===== src/rtl/bn_fp16_pkg.sv =====
// -----------------------------------------------------------------------------
// bn_fp16_pkg
// Shared FP16 definitions for the BN datapath (divide, multiply, quantize).
// Contents:
//   FP16_* field constants       - widths, bias and the all-ones exponent code
//   fp16_t                       - packed {sign, exp, man} view of a 16-bit word
//   fp16_cls_e / fp16_classify() - coarse class of an FP16 value
// Subnormals are classed as zero because the BN stages flush them to zero.
// -----------------------------------------------------------------------------
`timescale 1ns/1ps
package bn_fp16_pkg;

  localparam int FP16_EXP_W       = 5;
  localparam int FP16_MAN_W       = 10;
  localparam int FP16_EXP_BIAS    = 15;
  localparam int FP16_EXP_SPECIAL = 31;

  typedef struct packed {
    logic                  sign;
    logic [FP16_EXP_W-1:0] exp;
    logic [FP16_MAN_W-1:0] man;
  } fp16_t;

  typedef enum logic [1:0] {
    FP16_CLS_ZERO = 2'd0,  // zero or subnormal (flushed)
    FP16_CLS_NORM = 2'd1,
    FP16_CLS_INF  = 2'd2,
    FP16_CLS_NAN  = 2'd3
  } fp16_cls_e;

  function automatic fp16_cls_e fp16_classify(input fp16_t x);
    fp16_cls_e cls;
    if (x.exp == '0) begin
      cls = FP16_CLS_ZERO;
    end else if (x.exp == FP16_EXP_W'(FP16_EXP_SPECIAL)) begin
      cls = (x.man == '0) ? FP16_CLS_INF : FP16_CLS_NAN;
    end else begin
      cls = FP16_CLS_NORM;
    end
    return cls;
  endfunction

endpackage


===== src/rtl/fp16_mag_shift.sv =====
// -----------------------------------------------------------------------------
// fp16_mag_shift
// Combinational first half of the FP16 -> fixed-point quantizer: classifies
// the input and aligns the 11-bit significand onto the output grid with one
// extra guard bit below the output LSB, so the next stage can round.
// Ports:
//   i_data   [15:0]      FP16 word
//   o_sign               sign bit of the input
//   o_mag_g  [OUT_W+1:0] magnitude in units of 2^-(FRAC_W+1) (truncated)
//   o_sat                value is out of range (exponent overflow or inf)
// Zero, subnormal and NaN inputs yield magnitude 0 with o_sat low.
// -----------------------------------------------------------------------------
`timescale 1ns/1ps
module fp16_mag_shift
  import bn_fp16_pkg::*;
#(
  parameter int OUT_W  = 8,
  parameter int FRAC_W = 4
) (
  input  logic [15:0]      i_data,
  output logic             o_sign,
  output logic [OUT_W+1:0] o_mag_g,
  output logic             o_sat
);

  fp16_t               w_fp;
  fp16_cls_e           w_cls;
  logic [FP16_MAN_W:0] w_man_full;
  // Weight of the implicit leading one, as a power of two in output LSBs.
  int                  w_lead_pos;
  // Shift applied to the 11-bit significand to land on the guard-bit grid.
  int                  w_k;

  assign w_fp = i_data;

  always_comb begin
    w_cls      = fp16_classify(w_fp);
    w_man_full = {1'b1, w_fp.man};
    w_lead_pos = int'(w_fp.exp) - FP16_EXP_BIAS + FRAC_W;
    w_k        = w_lead_pos - FP16_MAN_W + 1;

    o_sign  = w_fp.sign;
    o_sat   = 1'b0;
    o_mag_g = '0;

    case (w_cls)
      FP16_CLS_INF: begin
        o_sat   = 1'b1;
        o_mag_g = '1;
      end
      FP16_CLS_NORM: begin
        if (w_lead_pos >= OUT_W) begin
          // Leading one alone already exceeds the output range.
          o_sat   = 1'b1;
          o_mag_g = '1;
        end else if (w_k >= 0) begin
          // In range, so the shifted value always fits the guard-bit width;
          // truncating the significand before the shift loses nothing.
          o_mag_g = (OUT_W+2)'(w_man_full) << w_k;
        end else if (w_k >= -(FP16_MAN_W + 1)) begin
          o_mag_g = (OUT_W+2)'(w_man_full >> (-w_k));
        end else begin
          o_mag_g = '0;
        end
      end
      default: begin
        o_mag_g = '0;
      end
    endcase
  end

endmodule


===== src/rtl/fp16_to_fixed_quant.sv =====
// -----------------------------------------------------------------------------
// fp16_to_fixed_quant
// Two-stage streaming converter from FP16 (BN output) to signed OUT_W-bit
// fixed point with FRAC_W fractional bits. Rounds half away from zero and
// saturates; a sideband tag travels with each sample; saturated output beats
// are counted in a sticky 16-bit debug counter.
// Ports:
//   clk, rst_n            clock (rising edge), asynchronous active-low reset
//   s_valid/s_ready       input handshake, s_ready = !m_valid || m_ready
//   s_data [15:0]         FP16 sample
//   s_tag  [TAG_W-1:0]    sideband tag (channel index)
//   m_valid/m_ready       output handshake
//   m_data [OUT_W-1:0]    quantized result
//   m_tag  [TAG_W-1:0]    tag aligned with m_data
//   m_sat                 m_data was clipped (or input was inf)
//   sat_cnt [15:0]        accepted saturated beats, sticks at 0xFFFF
//   clr_cnt               synchronous clear of sat_cnt, wins over increment
// Build option:
//   QUANT_RELU_EN         when defined, negative results (incl. -inf) give 0
//                         with m_sat low.
// -----------------------------------------------------------------------------
`timescale 1ns/1ps
module fp16_to_fixed_quant
  import bn_fp16_pkg::*;
#(
  parameter int OUT_W  = 8,
  parameter int FRAC_W = 4,
  parameter int TAG_W  = 8
) (
  input  logic             clk,
  input  logic             rst_n,
  input  logic             s_valid,
  output logic             s_ready,
  input  logic [15:0]      s_data,
  input  logic [TAG_W-1:0] s_tag,
  output logic             m_valid,
  input  logic             m_ready,
  output logic [OUT_W-1:0] m_data,
  output logic [TAG_W-1:0] m_tag,
  output logic             m_sat,
  output logic [15:0]      sat_cnt,
  input  logic             clr_cnt
);

  // Output limits and the same limits widened to the rounded magnitude width.
  localparam logic [OUT_W-1:0] L_POS_LIM  = {1'b0, {(OUT_W-1){1'b1}}};
  localparam logic [OUT_W-1:0] L_NEG_LIM  = {1'b1, {(OUT_W-1){1'b0}}};
  localparam logic [OUT_W:0]   L_POS_MAXW = {2'b00, {(OUT_W-1){1'b1}}};
  localparam logic [OUT_W:0]   L_NEG_MAXW = {2'b01, {(OUT_W-1){1'b0}}};
  localparam logic [OUT_W-1:0] L_ONE      = {{(OUT_W-1){1'b0}}, 1'b1};

  // ---------------------------------------------------------------------------
  // Handshake: one shared advance enable for both stages.
  // ---------------------------------------------------------------------------
  logic w_adv;

  // Stage 1 registers
  logic             r_s1_valid;
  logic             r_s1_sign;
  logic [OUT_W+1:0] r_s1_mag_g;
  logic             r_s1_sat;
  logic [TAG_W-1:0] r_s1_tag;

  // Stage 2 (output) registers
  logic             r_s2_valid;
  logic [OUT_W-1:0] r_s2_data;
  logic [TAG_W-1:0] r_s2_tag;
  logic             r_s2_sat;

  logic [15:0]      r_sat_cnt;

  assign w_adv   = !r_s2_valid || m_ready;
  assign s_ready = w_adv;

  // ---------------------------------------------------------------------------
  // Stage 1: decode / classify / align
  // ---------------------------------------------------------------------------
  logic             w_dec_sign;
  logic [OUT_W+1:0] w_dec_mag_g;
  logic             w_dec_sat;

  fp16_mag_shift #(
    .OUT_W  (OUT_W),
    .FRAC_W (FRAC_W)
  ) u_mag_shift (
    .i_data  (s_data),
    .o_sign  (w_dec_sign),
    .o_mag_g (w_dec_mag_g),
    .o_sat   (w_dec_sat)
  );

  // ---------------------------------------------------------------------------
  // Stage 2: round / apply sign / saturate
  // ---------------------------------------------------------------------------
  logic [OUT_W:0]   w_mag;
  logic [OUT_W-1:0] w_q_data;
  logic             w_q_sat;

  always_comb begin
    // (g + 1) >> 1 written as (g >> 1) + g[0]: the guard bit rounds the
    // magnitude up, which is half-away-from-zero once the sign is applied.
    w_mag    = r_s1_mag_g[OUT_W+1:1] + {{OUT_W{1'b0}}, r_s1_mag_g[0]};
    w_q_data = '0;
    w_q_sat  = 1'b0;

    if (r_s1_sat) begin
      w_q_sat  = 1'b1;
      w_q_data = r_s1_sign ? L_NEG_LIM : L_POS_LIM;
    end else if (!r_s1_sign) begin
      if (w_mag > L_POS_MAXW) begin
        w_q_sat  = 1'b1;
        w_q_data = L_POS_LIM;
      end else begin
        w_q_data = w_mag[OUT_W-1:0];
      end
    end else begin
      if (w_mag > L_NEG_MAXW) begin
        w_q_sat  = 1'b1;
        w_q_data = L_NEG_LIM;
      end else begin
        // Negating a zero magnitude gives zero, so -0 never appears.
        w_q_data = ~w_mag[OUT_W-1:0] + L_ONE;
      end
    end

`ifdef QUANT_RELU_EN
    if (r_s1_sign) begin
      w_q_data = '0;
      w_q_sat  = 1'b0;
    end
`endif
  end

  // ---------------------------------------------------------------------------
  // Pipeline registers. Data registers only load on a valid beat so that the
  // last output value stays put across bubbles.
  // ---------------------------------------------------------------------------
  always_ff @(posedge clk or negedge rst_n) begin
    if (!rst_n) begin
      r_s1_valid <= 1'b0;
      r_s1_sign  <= 1'b0;
      r_s1_mag_g <= '0;
      r_s1_sat   <= 1'b0;
      r_s1_tag   <= '0;
      r_s2_valid <= 1'b0;
      r_s2_data  <= '0;
      r_s2_tag   <= '0;
      r_s2_sat   <= 1'b0;
    end else if (w_adv) begin
      r_s1_valid <= s_valid;
      if (s_valid) begin
        r_s1_sign  <= w_dec_sign;
        r_s1_mag_g <= w_dec_mag_g;
        r_s1_sat   <= w_dec_sat;
        r_s1_tag   <= s_tag;
      end
      r_s2_valid <= r_s1_valid;
      if (r_s1_valid) begin
        r_s2_data <= w_q_data;
        r_s2_tag  <= r_s1_tag;
        r_s2_sat  <= w_q_sat;
      end
    end
  end

  // ---------------------------------------------------------------------------
  // Saturation event counter (counts beats actually taken downstream).
  // ---------------------------------------------------------------------------
  always_ff @(posedge clk or negedge rst_n) begin
    if (!rst_n) begin
      r_sat_cnt <= '0;
    end else if (clr_cnt) begin
      r_sat_cnt <= '0;
    end else if (r_s2_valid && m_ready && r_s2_sat && (r_sat_cnt != 16'hFFFF)) begin
      r_sat_cnt <= r_sat_cnt + 16'd1;
    end
  end

  assign m_valid = r_s2_valid;
  assign m_data  = r_s2_data;
  assign m_tag   = r_s2_tag;
  assign m_sat   = r_s2_sat;
  assign sat_cnt = r_sat_cnt;

endmodule

===== config.mk =====
export PLATFORM = sky130hd
export DESIGN_NAME = fp16_to_fixed_quant
export DESIGN_NICKNAME = d
export VERILOG_FILES = /design/src/rtl/bn_fp16_pkg.sv /design/src/rtl/fp16_mag_shift.sv /design/src/rtl/fp16_to_fixed_quant.sv
export SDC_FILE = /design/constraint.sdc
export NUM_CORES = 1
export LEC_CHECK = 0
export ABC_CLOCK_PERIOD_IN_PS = 6100
export CAP_MARGIN = 20
export CORE_MARGIN = 1.5
export CORE_UTILIZATION = 55
export CTS_CLUSTER_SIZE = 30
export DETAILED_ROUTE_END_ITERATION = 8
export PLACE_DENSITY = 0.86
export SLEW_MARGIN = 0
export SYNTH_ARGS = -nofsm -noshare
export SYNTH_HDL_FRONTEND = slang
export SYNTH_SLANG_ARGS = --single-unit

===== constraint.sdc =====
create_clock -name clk -period 6.1 [get_ports clk]
set_clock_uncertainty 0.15 [all_clocks]
set_input_delay 0.915 -clock clk [delete_from_list [all_inputs] [get_ports clk]]
set_output_delay 0.915 -clock clk [all_outputs]
set_load 0.1 [all_outputs]

==> impl_metrics.csv <==
group,metric,value,unit
place,io_buffers,63,
timing,tightest_slew,0.998,ns
synth,ys_top_cells_by_area,"dfrtp_1 35%, ha_1 6.1%, mux2_2 5.5%, xor2_1 4.7%, mux2i_1 4.1%",
timing,timing.final.hold_violations,0,
synth,yosysTopAreaCellShare,35.2,%
cts,cts_tree,"done",
routing,viasPerCell,5.82,
routing,drc,0,
cells_and_area,final_cell_mix,"62 x clkdlybuf4s50_1, 55 x dfrtp_1, 37 x nand2_1, 32 x nor2_1, 26 x a21oi_1",
worst_setup_path,end_kind,"register",
synth,yosys.area.top_type,"dfrtp_1",
cells_and_area,layout-drive-gt1-share,9.77,%
floorplanning,dieArea,7630,µm²
power_and_ir_drop,seq_power_share,32.3,%
global_routing,grt_max_degree,56,
worst_setup_path,cpPeakStageDelay,0.53,ns
cells_and_area,nets,528,
worst_hold_path,hold_class,"reg2reg",
floorplanning,initial_core_util,57.3,%
synth,async_reset_ff_share,100,%
synth,yosys_warnings,0,
cts,postCtsSetupRepairBufs,0,
place,dpl.hpwl,6410,µm
power_and_ir_drop,power_density,320,nW/µm²
timing,setup_violations,0,
routing,finalWirelength,8500,µm
cts,numCtsBuffers,5,
cts,cts_root_buf,"clkbuf_8",
worst_setup_path,cp-start-kind,"input port",
cts,cts.sinks,55,
run,cap_violations,0,
power_and_ir_drop,p_int,771,µW
floorplanning,rows,30,
place,gp_congestion,0.904,
global_routing,gr-total-overflow,0,
worst_setup_path,slowest_stage,"clkdlybuf4s50_1",
run_status,status,"finished clean",
synth,ys.flop_type,"dfrtp_1",
cells_and_area,final_util,68.7,%
worst_hold_path,worstHoldStart,"m_data[7]$_DFFE_PN0P_",
floorplanning,die_w,87.3,µm
synth,synth_seq_cells,55,
cts,cts_max_path_buffers,2,
routing,drtAntennaViolNets,0,
global_routing,grt_usage,22.9,%
timing,period_needed,5.05,ns
global_routing,antenna_found_initial,0,
routing,dr.pass1.iters,4,
cts,hold_buffers,0,
worst_setup_path,critical_path.most_common_cell,"ha_1",
synth,synth-edff-count,0,
timing,relSlewSlack,33.2,%
global_routing,grt_pass1_wl,14100,µm
cts,htree_levels,2,
power_and_ir_drop,leakage,1.96,nW
worst_setup_path,worstPathRequired,6.20,ns
worst_setup_path,crit_fanout,11,
cells_and_area,layoutNonFillerInstCount,577,
worst_setup_path,critical_path_class,"in2reg",
timing,fin_setup_tns,0,ns
synth,synth_area_per_cell,9.20,µm²
synth,ys_seq_area_share,35.2,%
power_and_ir_drop,p_comb_share,53.3,%
cells_and_area,fillers,549,
timing,slew_viol_final,0,
floorplanning,die_y,87.3,µm
routing,drt_iter0_markers,151,
power_and_ir_drop,power.clock.fraction,14.4,%
synth,postSynthCellCount,425,
cells_and_area,final_common_cell,"clkdlybuf4s50_1",
timing,grt_setup_unrepaired,"false",
worst_setup_path,reg2reg_from,"r_s1_mag_g[0]$_DFFE_PN0P_",
power_and_ir_drop,p_switching,732,µW
global_routing,grt_pass1_vias,3102,
routing,num_vias,3361,
place,placed_cell_area,4580,µm²
power_and_ir_drop,vdd_drop_max,0.000159,V
routing,wl_per_cell,14.7,µm
cells_and_area,area_growth,20.0,%
synth,yosysUniqueCellTypes,66,
cts,cts_resized,0,
cts,clkTransAtPathRegs,0.09,ns
worst_setup_path,worst-endpoint-arrival,5.15,ns
floorplanning,io_pins,64,
synth,syn-num-nets,473,
cells_and_area,finalInstanceArea,4690,µm²
worst_setup_path,cp-startpoint,"s_data[11]",
timing,timing.final.crit_share,82.7,%
floorplanning,core,6830,µm²
cells_and_area,antenna_cells,0,
place,place_inst,568,
timing,max_clock_freq,0.198,GHz
worst_setup_path,crit_chain,"clkdlybuf4s50_1 -> ha_1 -> and3_1 -> ha_1 -> nor3_1 -> nand2_1 -> ha_1 -> and4bb_2 -> nand4_1 -> a2bb2oi_1 -> a2111o_1 -> a211o_1 -> o41ai_2 -> a311o_1",
power_and_ir_drop,p_sw_share,48.7,%
timing,worst_hold_slack,0.337,ns
cts,clkLatencyLatePin,0.31,ns
synth,synthesis.area,3910,µm²
Yosys cell counts, types with 3 or more instances:
cell type / count
dfrtp_1: 55
nand2_1: 37
nor2_1: 32
a21oi_1: 26
o21ai_0: 23
xor2_1: 21
ha_1: 19
mux2_2: 19
nand3_1: 18
inv_1: 16
mux2i_1: 16
nor3_1: 14
nand4_1: 11
and3_1: 10
clkbuf_1: 9
xnor2_1: 9
a31oi_1: 5
buf_1: 5
nand2b_1: 5
a221o_1: 4
and2_1: 4
nand3b_1: 4
a21o_1: 3
and4_1: 3
nor3b_1: 3
nor4_1: 3
o22ai_1: 3
per-stage QoR:
stage	setup WS (ns)	total power, mW
2_1_floorplan	1.66	1.10
3_3_place_gp	0.931	1.27
3_5_place_dp	0.788	1.29
4_1_cts	1.11	1.51
5_1_grt	0.766	1.58
6_report	1.05	1.50
area by class of cell:
cell class              instances  area [µm²]  area share (%)
repair buffers                 66         646            13.8
inverters                      17        63.8            1.36
well taps                      96         120            2.56
flip-flops and latches         55        1380            29.3
multi-input cells             335        2380            50.8
clock buffers                   7        96.3            2.05
clock inverters                 1        7.51           0.160
worst paths after layout:
kind                                             end  slack (ns)  cells past startpoint
min in group asynchronous      m_data[2]$_DFFE_PN0P_        0.57                      2
min reg2reg                    m_data[7]$_DFFE_PN0P_        0.34                      1
min                            m_data[7]$_DFFE_PN0P_        0.34                      1
max in group asynchronous       m_tag[1]$_DFFE_PN0P_        4.79                      2
max reg2reg                    m_data[0]$_DFFE_PN0P_        3.00                      9
max                        r_s1_mag_g[7]$_DFFE_PN0P_        1.05                     14
state kept, by name (all words and copies together), names as in the netlist:
register and flops:
m_tag 8, m_sat 1, r_s1_sign 1, r_s1_sat 1
m_data 8, sat_cnt 16, m_valid 1, r_s1_valid 1
r_s1_tag 8, r_s1_mag_g 10
cell families (layout without fill, tap and decap cells):
family,count (synthesis),count (layout),synth area share (%)
simple gates,157,157,21.2
compound gates,90,90,15.1
flops,55,55,35.2
mux,36,36,10.1
buf+inv,35,91,3.87
xor+xnor,33,33,8.41
fa+ha+maj,19,19,6.08
power groups by stage:
stage | Sequential [mW] | Clock, mW | Combinational, mW
after floorplan | 0.822 | 0 | 0.276
after global placement | 0.488 | 0 | 0.782
after detailed placement | 0.493 | 0 | 0.798
after CTS | 0.486 | 0.220 | 0.801
after global routing | 0.495 | 0.236 | 0.849
final | 0.485 | 0.216 | 0.801
layer usage:
metal / vias to the layer above / GRT usage (%) / share of wire (%)
met1: 1591 / 29.8 / 45
met5: - / 0 / 0
met3: 12 / 3.22 / 4.1
li1: 1657 / - / -
met4: 0 / 5.77 / 1.4
met2: 101 / 39.8 / 49
worst max-delay path, delay by kind of cell:
| family | cells | cell delay [ns] |
|---|---|---|
| AO/OA/AOI/OAI | 5 | 1.41 |
| AND/OR/NAND/NOR | 5 | 1.08 |
| adder cells (fa/ha/maj) | 3 | 1.19 |
| buffers and inverters | 1 | 0.53 |
Power figures use the tool's default switching activity.
==> variant (config.mk and constraints unchanged) <==
Reset style: synchronous (`rst_n`), changed in 2 clocked blocks. Comments in the files are not updated.
--- a/src/rtl/fp16_to_fixed_quant.sv
+++ b/src/rtl/fp16_to_fixed_quant.sv
@@ -137,3 +137,3 @@
   // ---------------------------------------------------------------------------
-  always_ff @(posedge clk or negedge rst_n) begin
+  always_ff @(posedge clk) begin
     if (!rst_n) begin
@@ -168,3 +168,3 @@
   // ---------------------------------------------------------------------------
-  always_ff @(posedge clk or negedge rst_n) begin
+  always_ff @(posedge clk) begin
     if (!rst_n) begin
Check against the original RTL: differs if rst_n is asserted again (counterexample within 4 cycles, from zero or initial values and one cycle with rst_n low); with rst_n held inactive, the same outputs for 4 cycles.
==> variant against the unedited design <==
- design area grew 6.6%
- routed wire length grew 33%
- non-clock buffer count grew 1
- die area grew 8.0%
- worst setup slack lost 0.098 ns
- sequential cell count is the same
- highest routed layer unchanged
- area after synthesis grew 8.3%
Power is not compared: it rests on default switching activity, and its combinational part moved more than twofold at a synthesized area within 25%.
==> variant: results (changes against the unedited design) <==
Logic synthesis
  • Async set-reset flop share out of synthesis: 0% (was 100%)
  • Synth area leaders: dfxtp_1 (26%), nand2_1 (7.3%), ha_1 (6.8%) (was dfrtp_1 (35%), ha_1 (6.1%), mux2_2 (5.5%))
  • Post-synthesis net count: 622 (was 473)
  • Post-synth top cells: nand2_1 (82), dfxtp_1 (55), a21oi_1 (53) (was dfrtp_1 (55), nand2_1 (37), nor2_1 (32))
  • Synth cell types: 67 (was 66)

GRT
  • Largest net degree at the start of global routing: 30 (was 56)
  • Number of global-route vias before repair: 4112 (was 3102)
  • All-Layer GR Usage: 28.1% (was 22.9%)

Detailed routing
  • First-pass DRT Iterations: 5 (was 4)
  • DRT iter0 DRCs: 287 (was 151)
  • Final WL: 11300 microns (was 8500 microns)

Worst setup path
  • R2R depth: 11 (was 9)
  • Worst setup path endpoint: r_s1_mag_g[7] (unchanged)
  • Worst R2R Start: r_s1_mag_g[0] (unchanged)
  • Crit path max-delay cell type: ha_1 (was clkdlybuf4s50_1)
  • R2r setup slk: 3.17 ns (was 3.00 ns)

Final layout
  • Nonclk inv count: 26 (was 17)
  • Fraction of area in multi-input gates: 58.5% (was 50.8%)
  • Non-clock buffers: 67 (was 66)
  • Signal buffers share of area: 13.2% (was 13.8%)
  • Clock-cell share: 1.85% (was 2.21%)
  • Multi-input logic cell count: 462 (was 335)
  • P&R area growth vs syn: 18.1% (was 20.0%)
  • Fill cell count: 628 (was 549)

STA
  • Slew headroom: 33.6% (was 33.2%)

Place
  • Placed cell count: 709 (was 568)
  • Pre-CTS setup slack: 0.703 ns (was 0.788 ns)

Hold path
  • Hold Crit Depth: 2 (was 1)
  • Hold Path End: m_data[7] (unchanged)

Outcome
  • Status: finished clean (unchanged)
[variant: cell types whose count changed in the layout (fill, tap and decap cells not counted), moves of 8 or more]
cell,delta
xor2_1,-11
inv_1,+10
nor2_1,+15
dfrtp_1,-55
mux2i_1,-8
mux2_2,-16
nand3_1,+8
xnor2_1,+18
nand2_1,+45
dfxtp_1,+55
a21oi_1,+27
o21ai_0,+14
[variant: report_power, final]
group          switching (mW)  total, mW  internal (mW)
Sequential             0.0136      0.388          0.374
Clock                   0.125      0.208         0.0832
Combinational           0.223      0.349          0.126
[variant: cell families (layout without fill, tap and decap cells)]
logic type,after synthesis,count (layout),synth area share (%)
and+or+nand+nor,245,245,29.4
AOI/OAI and AO/OA,142,142,20.6
DFF,55,55,26.0
buffers and inverters,53,101,4.87
xor gates and xnor gates,38,38,8.03
adders and majority gates,23,23,6.79
muxes,14,14,4.28
[variant: metal layers]
metal / global-route usage [%] / routed length [microns]
met5: 0 / 0
met4: 9.39 / 230
met3: 3.11 / 555
met2: 50.1 / 5590
met1: 34.9 / 4930
